$ cat src/rtl/divider_if.sv
// divider_if: request/response bundle between the execute stage and the
// iterative divider.
//
// Handshake: an operation transfers on a rising clock edge where div_valid
// and div_ready are both 1 and div_cancel is 0. The requester holds
// div_valid and its operands until it sees div_ready. div_ready depends only
// on divider state. complete is a one-cycle pulse, and s/r are valid while
// it is high. s/r then hold until the next completion. div_cancel aborts
// whatever is in flight on the next edge.
//
// Signals:
//   div_valid   requester -> divider  operation request
//   div_signed  requester -> divider  1 = DIV (two's complement), 0 = DIVU
//   x, y        requester -> divider  dividend, divisor
//   div_cancel  requester -> divider  flush
//   div_ready   divider -> requester  idle, can accept
//   complete    divider -> requester  result pulse
//   s, r        divider -> requester  quotient (LO), remainder (HI)
//   dbg_state   divider -> requester  FSM state, for observation only
interface divider_if;
  logic        div_valid;
  logic        div_signed;
  logic [31:0] x;
  logic [31:0] y;
  logic        div_cancel;
  logic        div_ready;
  logic        complete;
  logic [31:0] s;
  logic [31:0] r;
  logic [1:0]  dbg_state;

  modport master (
    output div_valid, div_signed, x, y, div_cancel,
    input  div_ready, complete, s, r, dbg_state
  );

  modport slave (
    input  div_valid, div_signed, x, y, div_cancel,
    output div_ready, complete, s, r, dbg_state
  );
endinterface

$ cat src/rtl/divider.sv
// divider: iterative 32-bit radix-2 restoring divider for MIPS DIV/DIVU.
// The divider computes one quotient bit per cycle on operand magnitudes,
// then applies the sign fix when it registers the result.
// Latency is 33 cycles from accept to complete. Throughput is one operation
// per 34 cycles.
//
// Ports:
//   clk    clock, rising edge
//   reset  synchronous, active-high
//   bus    divider_if.slave (request, cancel, ready, complete, s, r, dbg_state)
module divider (
  input logic      clk,
  input logic      reset,
  divider_if.slave bus
);

  typedef enum logic [1:0] {
    IDLE = 2'd0,
    BUSY = 2'd1,
    DONE = 2'd2
  } state_t;

  state_t      state;
  logic [4:0]  count;
  // Dividend shift register. Dividend bits leave at the MSB and quotient
  // bits enter at the LSB, so it holds the full quotient after 32 steps.
  logic [31:0] dvd;
  logic [31:0] dvs;        // |y|
  logic [32:0] rem;        // partial remainder
  logic        neg_q;      // operand signs differ (signed mode only)
  logic        neg_r;      // dividend negative (signed mode only)
  logic        dvs_zero;
  logic        complete_q;
  logic [31:0] s_q;
  logic [31:0] r_q;

  // Operand magnitudes at accept time.
  logic        x_neg;
  logic        y_neg;
  logic [31:0] abs_x;
  logic [31:0] abs_y;

  // One restoring step.
  logic [32:0] shifted;
  logic [32:0] diff;
  logic        take;
  logic [32:0] rem_next;
  logic [31:0] quo_next;
  logic [31:0] s_fix;
  logic [31:0] r_fix;

  always_comb begin
    x_neg = bus.div_signed & bus.x[31];
    y_neg = bus.div_signed & bus.y[31];
    abs_x = x_neg ? (32'd0 - bus.x) : bus.x;
    abs_y = y_neg ? (32'd0 - bus.y) : bus.y;
  end

  always_comb begin
    shifted  = {rem[31:0], dvd[31]};
    diff     = shifted - {1'b0, dvs};
    // The partial remainder is always below 2*|y|, so a 33-bit difference
    // cannot overflow and bit 32 is a valid sign.
    take     = ~diff[32];
    rem_next = take ? diff : shifted;
    quo_next = {dvd[30:0], take};
    // A zero divisor yields an all-ones quotient whatever the signs. The
    // remainder comes out as x because the magnitude path returns |x| and the
    // sign fix restores the dividend's sign.
    if (dvs_zero) begin
      s_fix = 32'hFFFF_FFFF;
    end else begin
      s_fix = neg_q ? (32'd0 - quo_next) : quo_next;
    end
    r_fix = neg_r ? (32'd0 - rem_next[31:0]) : rem_next[31:0];
  end

  always_ff @(posedge clk) begin
    if (reset) begin
      state      <= IDLE;
      count      <= 5'd0;
      dvd        <= 32'd0;
      dvs        <= 32'd0;
      rem        <= 33'd0;
      neg_q      <= 1'b0;
      neg_r      <= 1'b0;
      dvs_zero   <= 1'b0;
      complete_q <= 1'b0;
      s_q        <= 32'd0;
      r_q        <= 32'd0;
    end else begin
      complete_q <= 1'b0;
      if (bus.div_cancel) begin
        state <= IDLE;
      end else begin
        case (state)
          IDLE: begin
            if (bus.div_valid) begin
              dvd      <= abs_x;
              dvs      <= abs_y;
              neg_q    <= x_neg ^ y_neg;
              neg_r    <= x_neg;
              dvs_zero <= (bus.y == 32'd0);
              rem      <= 33'd0;
              count    <= 5'd0;
              state    <= BUSY;
            end
          end
          BUSY: begin
            rem   <= rem_next;
            dvd   <= quo_next;
            count <= count + 5'd1;
            if (count == 5'd31) begin
              state      <= DONE;
              s_q        <= s_fix;
              r_q        <= r_fix;
              complete_q <= 1'b1;
            end
          end
          DONE: begin
            state <= IDLE;
          end
          default: begin
            state <= IDLE;
          end
        endcase
      end
    end
  end

  assign bus.div_ready = (state == IDLE);
  assign bus.complete  = complete_q;
  assign bus.s         = s_q;
  assign bus.r         = r_q;
  assign bus.dbg_state = state;

endmodule

$ cat src/flat_wrapper.sv
// flat-port wrapper written by rule: the top's interface ports become plain ports
module divider_flat 
  (clk, reset, bus_div_valid, bus_div_signed, bus_x, bus_y, bus_div_cancel, bus_div_ready, bus_complete, bus_s, bus_r, bus_dbg_state);
  divider_if bus_i ();
  input logic clk;
  input logic reset;
  input wire logic [$bits(bus_i.div_valid)-1:0] bus_div_valid;
  input wire logic [$bits(bus_i.div_signed)-1:0] bus_div_signed;
  input wire logic [$bits(bus_i.x)-1:0] bus_x;
  input wire logic [$bits(bus_i.y)-1:0] bus_y;
  input wire logic [$bits(bus_i.div_cancel)-1:0] bus_div_cancel;
  output wire logic [$bits(bus_i.div_ready)-1:0] bus_div_ready;
  output wire logic [$bits(bus_i.complete)-1:0] bus_complete;
  output wire logic [$bits(bus_i.s)-1:0] bus_s;
  output wire logic [$bits(bus_i.r)-1:0] bus_r;
  output wire logic [$bits(bus_i.dbg_state)-1:0] bus_dbg_state;
  assign bus_i.div_valid = bus_div_valid;
  assign bus_i.div_signed = bus_div_signed;
  assign bus_i.x = bus_x;
  assign bus_i.y = bus_y;
  assign bus_i.div_cancel = bus_div_cancel;
  assign bus_div_ready = bus_i.div_ready;
  assign bus_complete = bus_i.complete;
  assign bus_s = bus_i.s;
  assign bus_r = bus_i.r;
  assign bus_dbg_state = bus_i.dbg_state;
  divider u_core (.clk(clk), .reset(reset), .bus(bus_i));
endmodule
$ cat config.mk
export PLATFORM = sky130hd
export DESIGN_NAME = divider_flat
export DESIGN_NICKNAME = d
export VERILOG_FILES = /design/src/rtl/divider_if.sv /design/src/rtl/divider.sv /design/src/flat_wrapper.sv
export SDC_FILE = /design/constraint.sdc
export NUM_CORES = 1
export LEC_CHECK = 0
export CORE_MARGIN = 8
export CORE_UTILIZATION = 55
export DETAILED_ROUTE_END_ITERATION = 6
export DONT_BUFFER_PORTS = 1
export GPL_TIMING_DRIVEN = 0
export PLACE_DENSITY_LB_ADDON = 0.25
export RECOVER_POWER = 100
export SKIP_LAST_GASP = 1
export SYNTH_ARGS = -nofsm -noshare
export SYNTH_HDL_FRONTEND = slang
export SYNTH_SLANG_ARGS = --single-unit
$ cat constraint.sdc
create_clock -name clk -period 7.2 [get_ports clk]
set_clock_uncertainty 0.15 [all_clocks]
set_input_delay 2.16 -clock clk [delete_from_list [all_inputs] [get_ports clk]]
set_output_delay 2.16 -clock clk [all_outputs]
set_load 0.02 [all_outputs]
==> results of run 1 <==
-- cell type report --
class                   instances  area share (%)
well taps                     275           2.764
inverters                      59           1.779
plain buffers                  90           2.905
multi-input cells            1193           60.54
clock inverters                11          0.8946
clock buffers                  21           3.618
flip-flops and latches        171           27.50
-- worst max-delay path: cells and delay by family (launching register included) --
kind / cells / cell delay (ns)
AO/OA/AOI/OAI: 6 / 1.74
XOR/XNOR: 1 / 0.24
adder cells (fa/ha/maj): 2 / 0.49
buffers and inverters: 6 / 1.00
flip-flops: 1 / 0.49
multiplexers: 1 / 0.35
AND/OR/NAND/NOR: 5 / 1.84
-- per-stage QoR --
step	worst slack, ns	util (%)	area, µm²	total power [W]	hold slack, ns
2_1_floorplan	2.376	-	11610	0.001372	0.2819
3_3_place_gp	1.459	57.23	11960	0.001489	0.2952
3_5_place_dp	1.307	57.23	11960	0.001496	0.3153
4_1_cts	1.241	59.92	12520	0.002376	0.3267
5_1_grt	0.4099	59.59	12450	0.002466	0.3500
6_report	0.7254	59.59	12450	0.002382	0.3296
-- per-layer routing --
metal	GRT usage, %	up-vias	wire (µm)
met5	0	-	0
met3	6.083	82	3219
met4	9.428	0	1035
li1	-	5540	-
met1	37.00	5592	16470
met2	46.18	540	17640
-- flip-flops by register name (all words and copies together) (netlist names) --
name and count:
u_core.bus.dbg_state 2, u_core.bus.s 32, u_core.dvs_zero 1, u_core.dvs 32, u_core.count 5, u_core.bus.complete 1, u_core.bus.r 32, u_core.rem 32
u_core.dvd 32, u_core.neg_r 1, u_core.neg_q 1
-- logic make-up after synthesis --
logic type               synth area share (%)
AND/OR/NAND/NOR                         21.31
AO/OA/AOI/OAI                           26.72
flip-flops                              29.48
buffers and inverters                   5.162
XOR/XNOR                                9.580
multiplexers                            3.470
adder cells (fa/ha/maj)                 4.267
-- cells in the final DEF (no fill, tap or decap), types with 7 or more instances in the layout --
cell	count
a211oi_1	62
a21o_1	20
a21oi_1	126
a22o_1	7
a311oi_1	22
a31oi_1	8
buf_2	7
clkbuf_1	80
clkbuf_16	17
dfxtp_1	171
ha_1	38
inv_1	58
mux2i_1	31
nand2_1	133
nand2b_1	11
nand3_1	27
nand3b_1	7
nand4_1	14
nor2_1	188
nor2b_1	10
nor3_1	38
nor4_1	19
o2111ai_1	7
o211ai_1	11
o21ai_0	100
o22ai_1	20
o31ai_1	20
o41ai_1	15
or3_1	23
or4_1	15
xnor2_1	64
xor2_1	63
-- worst min path at each step --
stage | start | end | slack [ns]
after floorplan | u_core.dvs[31] | u_core.dvs[31] | 0.28
after global placement | u_core.dvs[31] | u_core.dvs[31] | 0.30
after detailed placement | u_core.count[4] | u_core.count[4] | 0.32
after CTS | u_core.dvs[31] | u_core.dvs[31] | 0.33
after global routing | u_core.dvs[31] | u_core.dvs[31] | 0.35
final | u_core.dvs[31] | u_core.dvs[31] | 0.33
-- power groups by stage --
stage               logic, W  clock network [W]  registers, W
floorplan           0.000361                  0       0.00101
finish              0.000481           0.000901       0.00100
detailed placement  0.000475                  0       0.00102
CTS                 0.000478           0.000899       0.00100
global route        0.000521           0.000941       0.00100
global placement    0.000469                  0       0.00102
==> impl_metrics.csv, run 1 <==
group,metric,value,unit
run_status,status,"finished with violations",
run_status,violations,"design-rule violations",
timing,fin_crit,6.475,ns
worst_setup_path,slowest_stage,"o21ai_0",
run,drv_cap,0,
synthesis,async_flop_share,0,%
die,chipHeight,161.3,µm
worst_setup_path,endpoint_kind,"flop",
min_path,hp-class,"flop to flop",
power_and_ir_drop,p_comb_share,20.2,%
global_routing,grt_pass1_wl,59630,µm
worst_setup_path,path_cells,"ha_1 > clkbuf_1 > a21oi_1 > nand2_1 > o21ai_0 > a21oi_1 > nor3_4 > nor2_1 > clkinv_1 > buf_6 > buf_2 > o21ai_0 > inv_1 > ha_1 > inv_1 > nor4b_1 > mux2i_1 > nor4_2 > a41oi_1 > xor2_1 > o21ai_0",
clock_network,clk_path_buf_depth,2,
clock_network,post_cts_resize_count,0,
final_layout,instances_no_fill,1820,
clock_network,numCtsBuffers,17,
final_layout,multi_input_area,7536,µm²
synthesis,synth-seq-area-share,29.48,%
worst_setup_path,r2r_end,"u_core.bus.r[24]",
clock_network,cts_sinks,171,
timing,slew_viol_final,0,
synthesis,syn_inst,1513,
final_layout,syn_to_final_growth,7.209,%
synthesis,synth_edf_count,0,
global_routing,antenna_found_initial,0,
synthesis,yosys-top-cells-count,"nor2_1 (187), dfxtp_1 (171), nand2_1 (133), a21oi_1 (125), o21ai_0 (98)",
route,drt-pass1-iter-count,7,
final_layout,drive_gt1_share,4.272,%
route,finalWirelength,38370,µm
worst_setup_path,ff2ff_setup_slack,0.73,ns
die,die_x,161.3,µm
worst_setup_path,slowest_delay,0.60,ns
die,core.rowCount,53,
timing,final.setup.tns,0,ns
synthesis,synth_seq_cells,171,
clock_network,post-cts-setup-buffer-count,0,
clock_network,cts_tree,"built",
route,via_per_inst,6.458,
power_and_ir_drop,power.share.sequential,42.0,%
route,ant_nets,0,
worst_setup_path,cp.arrival,6.63,ns
worst_setup_path,worstPathRequired,7.35,ns
route,num_vias,11750,
worst_setup_path,endpoint,"u_core.bus.r[24]",
timing,hold_viol_final,0,
timing,max_freq,0.1544,GHz
timing,finalSetupViolCount,0,
final_layout,nets,1640,
clock_network,cts_hold_buf,0,
worst_setup_path,rr_worst_depth,21,
global_routing,grt_max_degree,17,
global_routing,track_usage,28.48,%
worst_setup_path,r2r-start,"u_core.rem[6]",
synthesis,synth_area,11610,µm²
placement,gp_congestion,0.9734,
synthesis,ys_warn_count,0,
timing,grt_setup_unrepaired,"false",
synthesis,yosys.area.top_type,"dfxtp_1",
route,drt-initial-drc-count,1102,
final_layout,antenna_cells,0,
synthesis,post-synth-top-count-cell,"nor2_1",
worst_setup_path,crit_top_cell,"o21ai_0",
die,start_util,55.59,%
clock_network,htreeDepth,4,
worst_setup_path,critPathLaunchType,"flop",
power_and_ir_drop,power.leakage,4.489,nW
synthesis,avgSynthCellArea,7.674,µm²
worst_setup_path,worstPathMaxFanout,10,
final_layout,register_area,3423,µm²
power_and_ir_drop,p_sw_share,31.60,%
clock_network,cts-root-buf,"clkbuf_16",
clock_network,clkSlewWorstSetupHoldPaths,0.07,ns
final_layout,fillers,1928,
synthesis,syn-num-nets,1621,
global_routing,grt_pass1_vias,10920,
timing,worstMarginPinSlew,1.108,ns
power_and_ir_drop,power_density,191.4,nW/µm²
synthesis,synth.top_cell.area_share,29.48,%
placement,port_buffers,0,
synthesis,ys_types,84,
placement,place_hpwl,30510,µm
power_and_ir_drop,intPower,0.001629,W
placement,dpl.cell_count,1788,
route,drc,1,
clock_network,clk_latency,0.44,ns
global_routing,grt_overflow,0,
die,core,20890,µm²
die,io_pins,137,
route,drt-wirelength-per-cell,21.08,µm
power_and_ir_drop,clkPwrFrac,37.8,%
worst_setup_path,path_class,"flop to flop",
die,dieArea,26020,µm²
timing,slew_headroom,25.55,%
worst_setup_path,startpoint,"u_core.rem[6]",
synthesis,synth_area_leaders,"dfxtp_1 (29%), nor2_1 (6.0%), a21oi_1 (5.4%)",
min_path,holdPathStages,2,
power_and_ir_drop,switching_power,0.0007526,W
timing,fin_crit_sh,89.93,%
power_and_ir_drop,ir_worst_vdd,0.0001585,V
synthesis,synth_ff_type,"dfxtp_1",
No activity file was read; power rests on OpenSTA's default activity.
==> run 2, diff against run 1 <==
--- a/config.mk
+++ b/config.mk
@@ -5,10 +5,12 @@
 export SDC_FILE = /design/constraint.sdc
 export NUM_CORES = 1
 export LEC_CHECK = 0
+export ABC_AREA = 1
 export CORE_MARGIN = 8
 export CORE_UTILIZATION = 55
 export DETAILED_ROUTE_END_ITERATION = 6
 export DONT_BUFFER_PORTS = 1
+export GPL_ROUTABILITY_DRIVEN = 0
 export GPL_TIMING_DRIVEN = 0
 export PLACE_DENSITY_LB_ADDON = 0.25
 export RECOVER_POWER = 100
==> run 2 against run 1 <==
  * The run still ends with design-rule violations left
  * Setup slack improved by 0.92 ns
  * Maximum frequency increased by 16%
  * Critical path depth is 6 higher
  * Routed wire length up 9.5%
  * Global-route usage up 0.97 points
  * Count of clock-buffer cells in the layout decreased by 2
  * First-iteration DRC count grew 46%
  * Sequential share of layout area shrank 1.9 points
  * Combinational power rose by 23%
  * Flip-flop and latch count unchanged
  * Area after synthesis rose by 8.0%
  * Register-to-register slack improved by 0.92 ns
  * Critical endpoint is now u_core.bus.s[28]
  * Largest power group unchanged
==> impl_metrics.csv, run 2 <==
group,metric,value,unit
worst_setup_path,path_class,"flop to flop",
synthesis,ys_warn_count,0,
synthesis,syn_inst,2012,
synthesis,yosys.area.top_type,"dfxtp_1",
clock_network,post_cts_resize_count,0,
die,start_util,55.75,%
worst_setup_path,startpoint,"u_core.dvd[31]",
worst_setup_path,critPathTopFamily,"simple AND/OR/NAND/NOR gates",
min_path,worstHoldStart,"u_core.count[2]",
synthesis,synth-seq-area-share,27.29,%
die,die_x,167.0,µm
route,drt-wirelength-per-cell,18.04,µm
synthesis,synth_seq_cells,171,
clock_network,cts_hold_buf,0,
route,via_per_inst,5.770,
synthesis,post-synth-top-count-cell,"nand2_1",
die,core.rowCount,55,
worst_setup_path,r2r-start,"u_core.dvd[31]",
synthesis,yosys-top-cells-count,"nand2_1 (528), inv_1 (296), nor2_1 (193), dfxtp_1 (171), o21ai_0 (135)",
timing,fin_crit_sh,77.21,%
route,ant_nets,0,
synthesis,ys_types,50,
die,core,22500,µm²
final_layout,fillers,2217,
clock_network,cts_tree,"built",
global_routing,grt_overflow,0,
synthesis,avgSynthCellArea,6.235,µm²
final_layout,syn_to_final_growth,6.483,%
final_layout,final_cell_mix,"nand2_1 (536), inv_1 (296), nor2_1 (198), dfxtp_1 (171), o21ai_0 (135)",
route,num_vias,13430,
synthesis,synth_edf_count,0,
synthesis,synth.top_cell.area_share,27.29,%
worst_setup_path,crit_top_cell,"nand2_1",
worst_setup_path,slowest_stage,"clkbuf_1",
placement,port_buffers,0,
timing,final.setup.tns,0,ns
route,finalWirelength,42000,µm
global_routing,track_usage,29.45,%
final_layout,antenna_cells,0,
synthesis,synth_ff_type,"dfxtp_1",
timing,max_freq,0.1799,GHz
final_layout,final_common_cell,"nand2_1",
placement,place_worst_setup_slack,2.274,ns
worst_setup_path,slowest_delay,0.53,ns
timing,fin_ws,1.641,ns
worst_setup_path,cp.arrival,5.75,ns
clock_network,post-cts-setup-buffer-count,0,
timing,fin_crit,5.559,ns
clock_network,clkSlewWorstSetupHoldPaths,0.07,ns
placement,place_hpwl,34290,µm
worst_setup_path,ff2ff_setup_slack,1.64,ns
power_and_ir_drop,power.total,0.002512,W
die,io_pins,137,
run_status,violations,"design-rule violations",
global_routing,antenna_found_initial,0,
min_path,hp-class,"flop to flop",
route,drt-initial-drc-count,1605,
final_layout,nets,2139,
route,drc,4,
run_status,status,"finished with violations",
global_routing,grt_max_degree,17,
clock_network,cts_sinks,171,
final_layout,final_util,59.37,%
worst_setup_path,critPathLaunchType,"flop",
clock_network,cts-root-buf,"clkbuf_16",
final_layout,multi_input_area,7530,µm²
timing,grt_setup_unrepaired,"false",
worst_setup_path,worstPathMaxFanout,10,
run,drv_cap,0,
power_and_ir_drop,power.leakage,6.613,nW
global_routing,grt_pass1_vias,12430,
global_routing,grt_pass1_wl,66160,µm
final_layout,drive_gt1_share,4.014,%
worst_setup_path,worstPathRequired,7.39,ns
power_and_ir_drop,ir_worst_vdd,0.0001735,V
worst_setup_path,cp_num_buf_inv,5,
synthesis,async_flop_share,0,%
timing,slew_headroom,48.33,%
timing,hold_viol_final,0,
timing,worstMarginPinSlew,0.7722,ns
route,drt-pass1-iter-count,7,
die,dieArea,27900,µm²
timing,slew_viol_final,0,
final_layout,instances_no_fill,2328,
die,chipHeight,167.0,µm
clock_network,htreeDepth,4,
timing,finalSetupViolCount,0,
final_layout,register_area,3423,µm²
clock_network,clk_latency,0.45,ns
placement,dpl.cell_count,2297,
worst_setup_path,endpoint_kind,"flop",
power_and_ir_drop,power_density,188.0,nW/µm²
synthesis,synth_area_leaders,"dfxtp_1 (27%), nand2_1 (16%), inv_1 (8.9%)",
synthesis,syn-num-nets,2120,
synthesis,synth_area,12550,µm²
clock_network,numCtsBuffers,17,
clock_network,clk_path_buf_depth,2,
run 2: final cells by class:
cell class	instances	share of cell area, %
buffer	77	2.548
clock buffer	19	3.390
clock inverter	12	0.9741
inverter	300	8.429
multi-input combinational	1464	56.36
sequential	171	25.63
tap	285	2.669
run 2: stage by stage:
stage	area [µm²]	hold WS [ns]
6_report	13360	0.3343
5_1_grt	13360	0.3587
3_5_place_dp	12900	0.3202
3_3_place_gp	12900	0.2978
2_1_floorplan	12550	0.2789
4_1_cts	13490	0.3300
run 2: worst paths after layout:
check                     end  cells after the start
max          u_core.bus.s[28]                     27
min reg2reg   u_core.count[2]                      2
max reg2reg  u_core.bus.s[28]                     27
min           u_core.count[2]                      2
run 2: per-layer routing:
| metal | global-route usage [%] | vias to the layer above | share of wire (%) |
|---|---|---|---|
| met5 | 0 | - | 0 |
| met4 | 14.34 | 0 | 4.6 |
| met3 | 5.792 | 127 | 9.2 |
| met2 | 48.22 | 667 | 45 |
| met1 | 36.50 | 6062 | 41 |
| li1 | - | 6576 | - |
run 2: logic make-up (layout without fill, tap and decap cells):
| family | Yosys count | count (layout) | synth area share, % |
|---|---|---|---|
| simple gates | 948 | 948 | 32.51 |
| compound gates | 403 | 403 | 19.25 |
| buf+inv | 377 | 408 | 11.84 |
| fa+ha+maj | 39 | 39 | 3.949 |
| flops | 171 | 171 | 27.29 |
| xor+xnor | 74 | 74 | 5.166 |
run 2: report_power, final:
group / internal [W] / switching, W / leakage (nW)
Combinational: 0.000186 / 0.000405 / 4.95
Sequential: 0.000972 / 0.0000265 / 1.39
Clock: 0.000504 / 0.000420 / 0.278
run 2: worst reg2reg max path, cell delays in order, from the launching register on:
cell	delay, ns
dfxtp_1	0.33
inv_1	0.10
ha_1	0.26
fa_1	0.44
inv_1	0.09
nand2_1	0.06
nand2_1	0.08
nand3_1	0.06
nand2_1	0.18
nand2_1	0.08
nand2_1	0.12
nand2_1	0.12
nand2_1	0.14
nand2_1	0.18
nand2_1	0.34
clkbuf_1	0.53
ha_1	0.28
nand3_1	0.10
nor3_1	0.37
nand4_1	0.24
or2_2	0.36
inv_1	0.07
nand4_1	0.11
nor2_1	0.18
a21oi_1	0.11
xor2_1	0.18
o221ai_1	0.16
inv_1	0.05
==> run 3, diff against run 2 <==
==> constraint.sdc (replaced) <==
create_clock -name clk -period 5.6 [get_ports clk]
set_clock_uncertainty 0.15 [all_clocks]
set_input_delay 1.68 -clock clk [delete_from_list [all_inputs] [get_ports clk]]
set_output_delay 1.68 -clock clk [all_outputs]
set_load 0.02 [all_outputs]
==> run 3 against run 2 <==
  * The run now ends clean
  * Worst hold slack got worse by 0.0012 ns
  * Final cell count unchanged
  * Setup slack got worse by 1.0 ns
  * Largest cell class unchanged
  * Die area unchanged
  * Largest power group unchanged
  * Combinational power increased by 28%
  * Total power increased by 29%
  * Via count increased by 0.62%
  * Register-to-register slack got worse by 1.0 ns
  * First-iteration DRC count decreased by 1.7%
  * Count of clock-buffer cells in the layout unchanged
  * Utilization decreased by 0.24 points
  * Non-clock buffer count unchanged
==> impl_metrics.csv, run 3 (synthesis gave the netlist of run 2 again) <==
group,metric,value,unit
clock_network,clk_path_buf_depth,2,
clock_network,post_cts_resize_count,0,
timing,grt_setup_unrepaired,"false",
placement,place_worst_setup_slack,0.9958,ns
global_routing,grt_max_degree,17,
placement,dpl.cell_count,2297,
clock_network,numCtsBuffers,17,
worst_setup_path,endpoint_kind,"flop",
die,die_x,167.0,µm
final_layout,instances_no_fill,2328,
route,via_per_inst,5.805,
run_status,status,"completed",
final_layout,final_common_cell,"nand2_1",
die,core.rowCount,55,
power_and_ir_drop,power.total,0.003231,W
clock_network,cts_sinks,171,
final_layout,antenna_cells,0,
timing,final.setup.tns,0,ns
power_and_ir_drop,p_sw_share,33.95,%
worst_setup_path,r2r-start,"u_core.dvd[31]",
power_and_ir_drop,power_density,242.8,nW/µm²
die,io_pins,137,
run,drv_cap,0,
clock_network,clkSlewWorstSetupHoldPaths,0.07,ns
min_path,worstHoldStart,"u_core.count[2]",
power_and_ir_drop,power.leakage,6.583,nW
power_and_ir_drop,ir_worst_vdd,0.0002224,V
worst_setup_path,critPathLaunchType,"flop",
worst_setup_path,crit_top_cell,"nand2_1",
timing,slew_headroom,48.15,%
placement,place_hpwl,34290,µm
worst_setup_path,r2r_end,"u_core.bus.s[28]",
final_layout,nets,2139,
worst_setup_path,path_class,"flop to flop",
min_path,hp-class,"flop to flop",
global_routing,track_usage,29.45,%
global_routing,grt_pass1_vias,12430,
timing,fin_crit_sh,88.82,%
die,dieArea,27900,µm²
clock_network,clk_latency,0.45,ns
worst_setup_path,cp.arrival,5.16,ns
placement,port_buffers,0,
min_path,holdPathStages,2,
timing,fin_crit,4.974,ns
clock_network,post-cts-setup-buffer-count,0,
worst_setup_path,slowest_delay,0.44,ns
die,core,22500,µm²
route,drc,0,
global_routing,antenna_found_initial,0,
global_routing,grt_overflow,0,
clock_network,cts_tree,"built",
timing,hold_viol_final,0,
power_and_ir_drop,switching_power,0.001097,W
route,drt-pass1-iter-count,6,
global_routing,grt_pass1_wl,66160,µm
worst_setup_path,ff2ff_setup_slack,0.63,ns
final_layout,drive_gt1_share,3.524,%
worst_setup_path,worstPathMaxFanout,10,
route,drt-initial-drc-count,1577,
clock_network,cts-root-buf,"clkbuf_16",
timing,worstMarginPinSlew,0.7696,ns
worst_setup_path,rr_worst_depth,27,
timing,worst_hold_slack,0.3331,ns
route,finalWirelength,42030,µm
route,ant_nets,0,
power_and_ir_drop,clkPwrFrac,36.9,%
timing,finalSetupViolCount,0,
power_and_ir_drop,p_comb_share,23.4,%
final_layout,syn_to_final_growth,6.054,%
timing,slew_viol_final,0,
route,drt-wirelength-per-cell,18.05,µm
min_path,min_to,"u_core.count[2]",
power_and_ir_drop,power.share.sequential,39.7,%
worst_setup_path,slowest_stage,"fa_1",
power_and_ir_drop,intPower,0.002134,W
worst_setup_path,worstPathRequired,5.79,ns
final_layout,final_cell_mix,"nand2_1 (537), inv_1 (296), nor2_1 (197), dfxtp_1 (171), o21ai_0 (145)",
clock_network,htreeDepth,4,
die,start_util,55.75,%
timing,fin_ws,0.6261,ns
die,chipHeight,167.0,µm
route,num_vias,13520,
timing,max_freq,0.2011,GHz
clock_network,cts_hold_buf,0,
-- run 3: cell types whose count changed in the layout (fill, tap and decap cells not counted), sizes merged --
cell	delta
buf	-5
clkbuf	+5
-- run 3: worst max-delay path by stage --
| stage | to | slack [ns] | depth (start not counted) | startpoint |
|---|---|---|---|---|
| 4_1_cts | u_core.bus.s[28] | 0.92 | 27 | u_core.dvd[31] |
| 6_report | u_core.bus.s[28] | 0.63 | 27 | u_core.dvd[31] |
| 2_1_floorplan | u_core.bus.s[28] | 1.75 | 27 | u_core.dvd[31] |
| 5_1_grt | u_core.bus.s[30] | 0.21 | 27 | u_core.dvd[31] |
| 3_5_place_dp | u_core.bus.s[28] | 1.0 | 27 | u_core.dvd[31] |
| 3_3_place_gp | u_core.bus.s[28] | 1.12 | 27 | u_core.dvd[31] |
-- run 3: layout make-up --
cell class	instances	area, µm²
Sequential cell	171	3423
Tap cell	285	356.6
Buffer	77	306.5
Inverter	300	1126
Fill cell	2225	9198
Multi-Input combinational cell	1464	7510
Clock inverter	12	130.1
Clock buffer	19	452.9
-- run 3: per-layer routing --
layer / up-vias / share of wire (%) / global-route usage (%) / routed length (µm)
li1: 6581 / - / - / -
met1: 6097 / 40 / 36.50 / 16880
met2: 699 / 45 / 48.22 / 19050
met3: 138 / 9.8 / 5.792 / 4101
met4: 0 / 4.8 / 14.34 / 2003
met5: - / 0 / 0 / 0
-- run 3: power groups by stage --
stage | Clock (W) | Sequential [W] | Combinational [W]
after floorplan | 0 | 0.00130 | 0.000579
after detailed placement | 0 | 0.00131 | 0.000753
final | 0.00119 | 0.00128 | 0.000756
after global placement | 0 | 0.00131 | 0.000739
after global routing | 0.00125 | 0.00129 | 0.000840
after CTS | 0.00119 | 0.00128 | 0.000759
-- run 3: worst max-delay path, delay by kind of cell (launching register included) --
kind                     cells  cell delay (ns)
flip-flops                   1             0.33
buffers and inverters        5             0.49
AO/OA/AOI/OAI                2             0.26
adder cells (fa/ha/maj)      3             0.88
AND/OR/NAND/NOR             16             2.56
XOR/XNOR                     1             0.18
-- run 3: stage by stage --
step                      cell area [µm²]  util (%)
after global routing                13310     59.13
after CTS                           13490     59.93
after floorplan                     12550         -
after global placement              12900     57.34
after detailed placement            12900     57.34
final                               13310     59.13
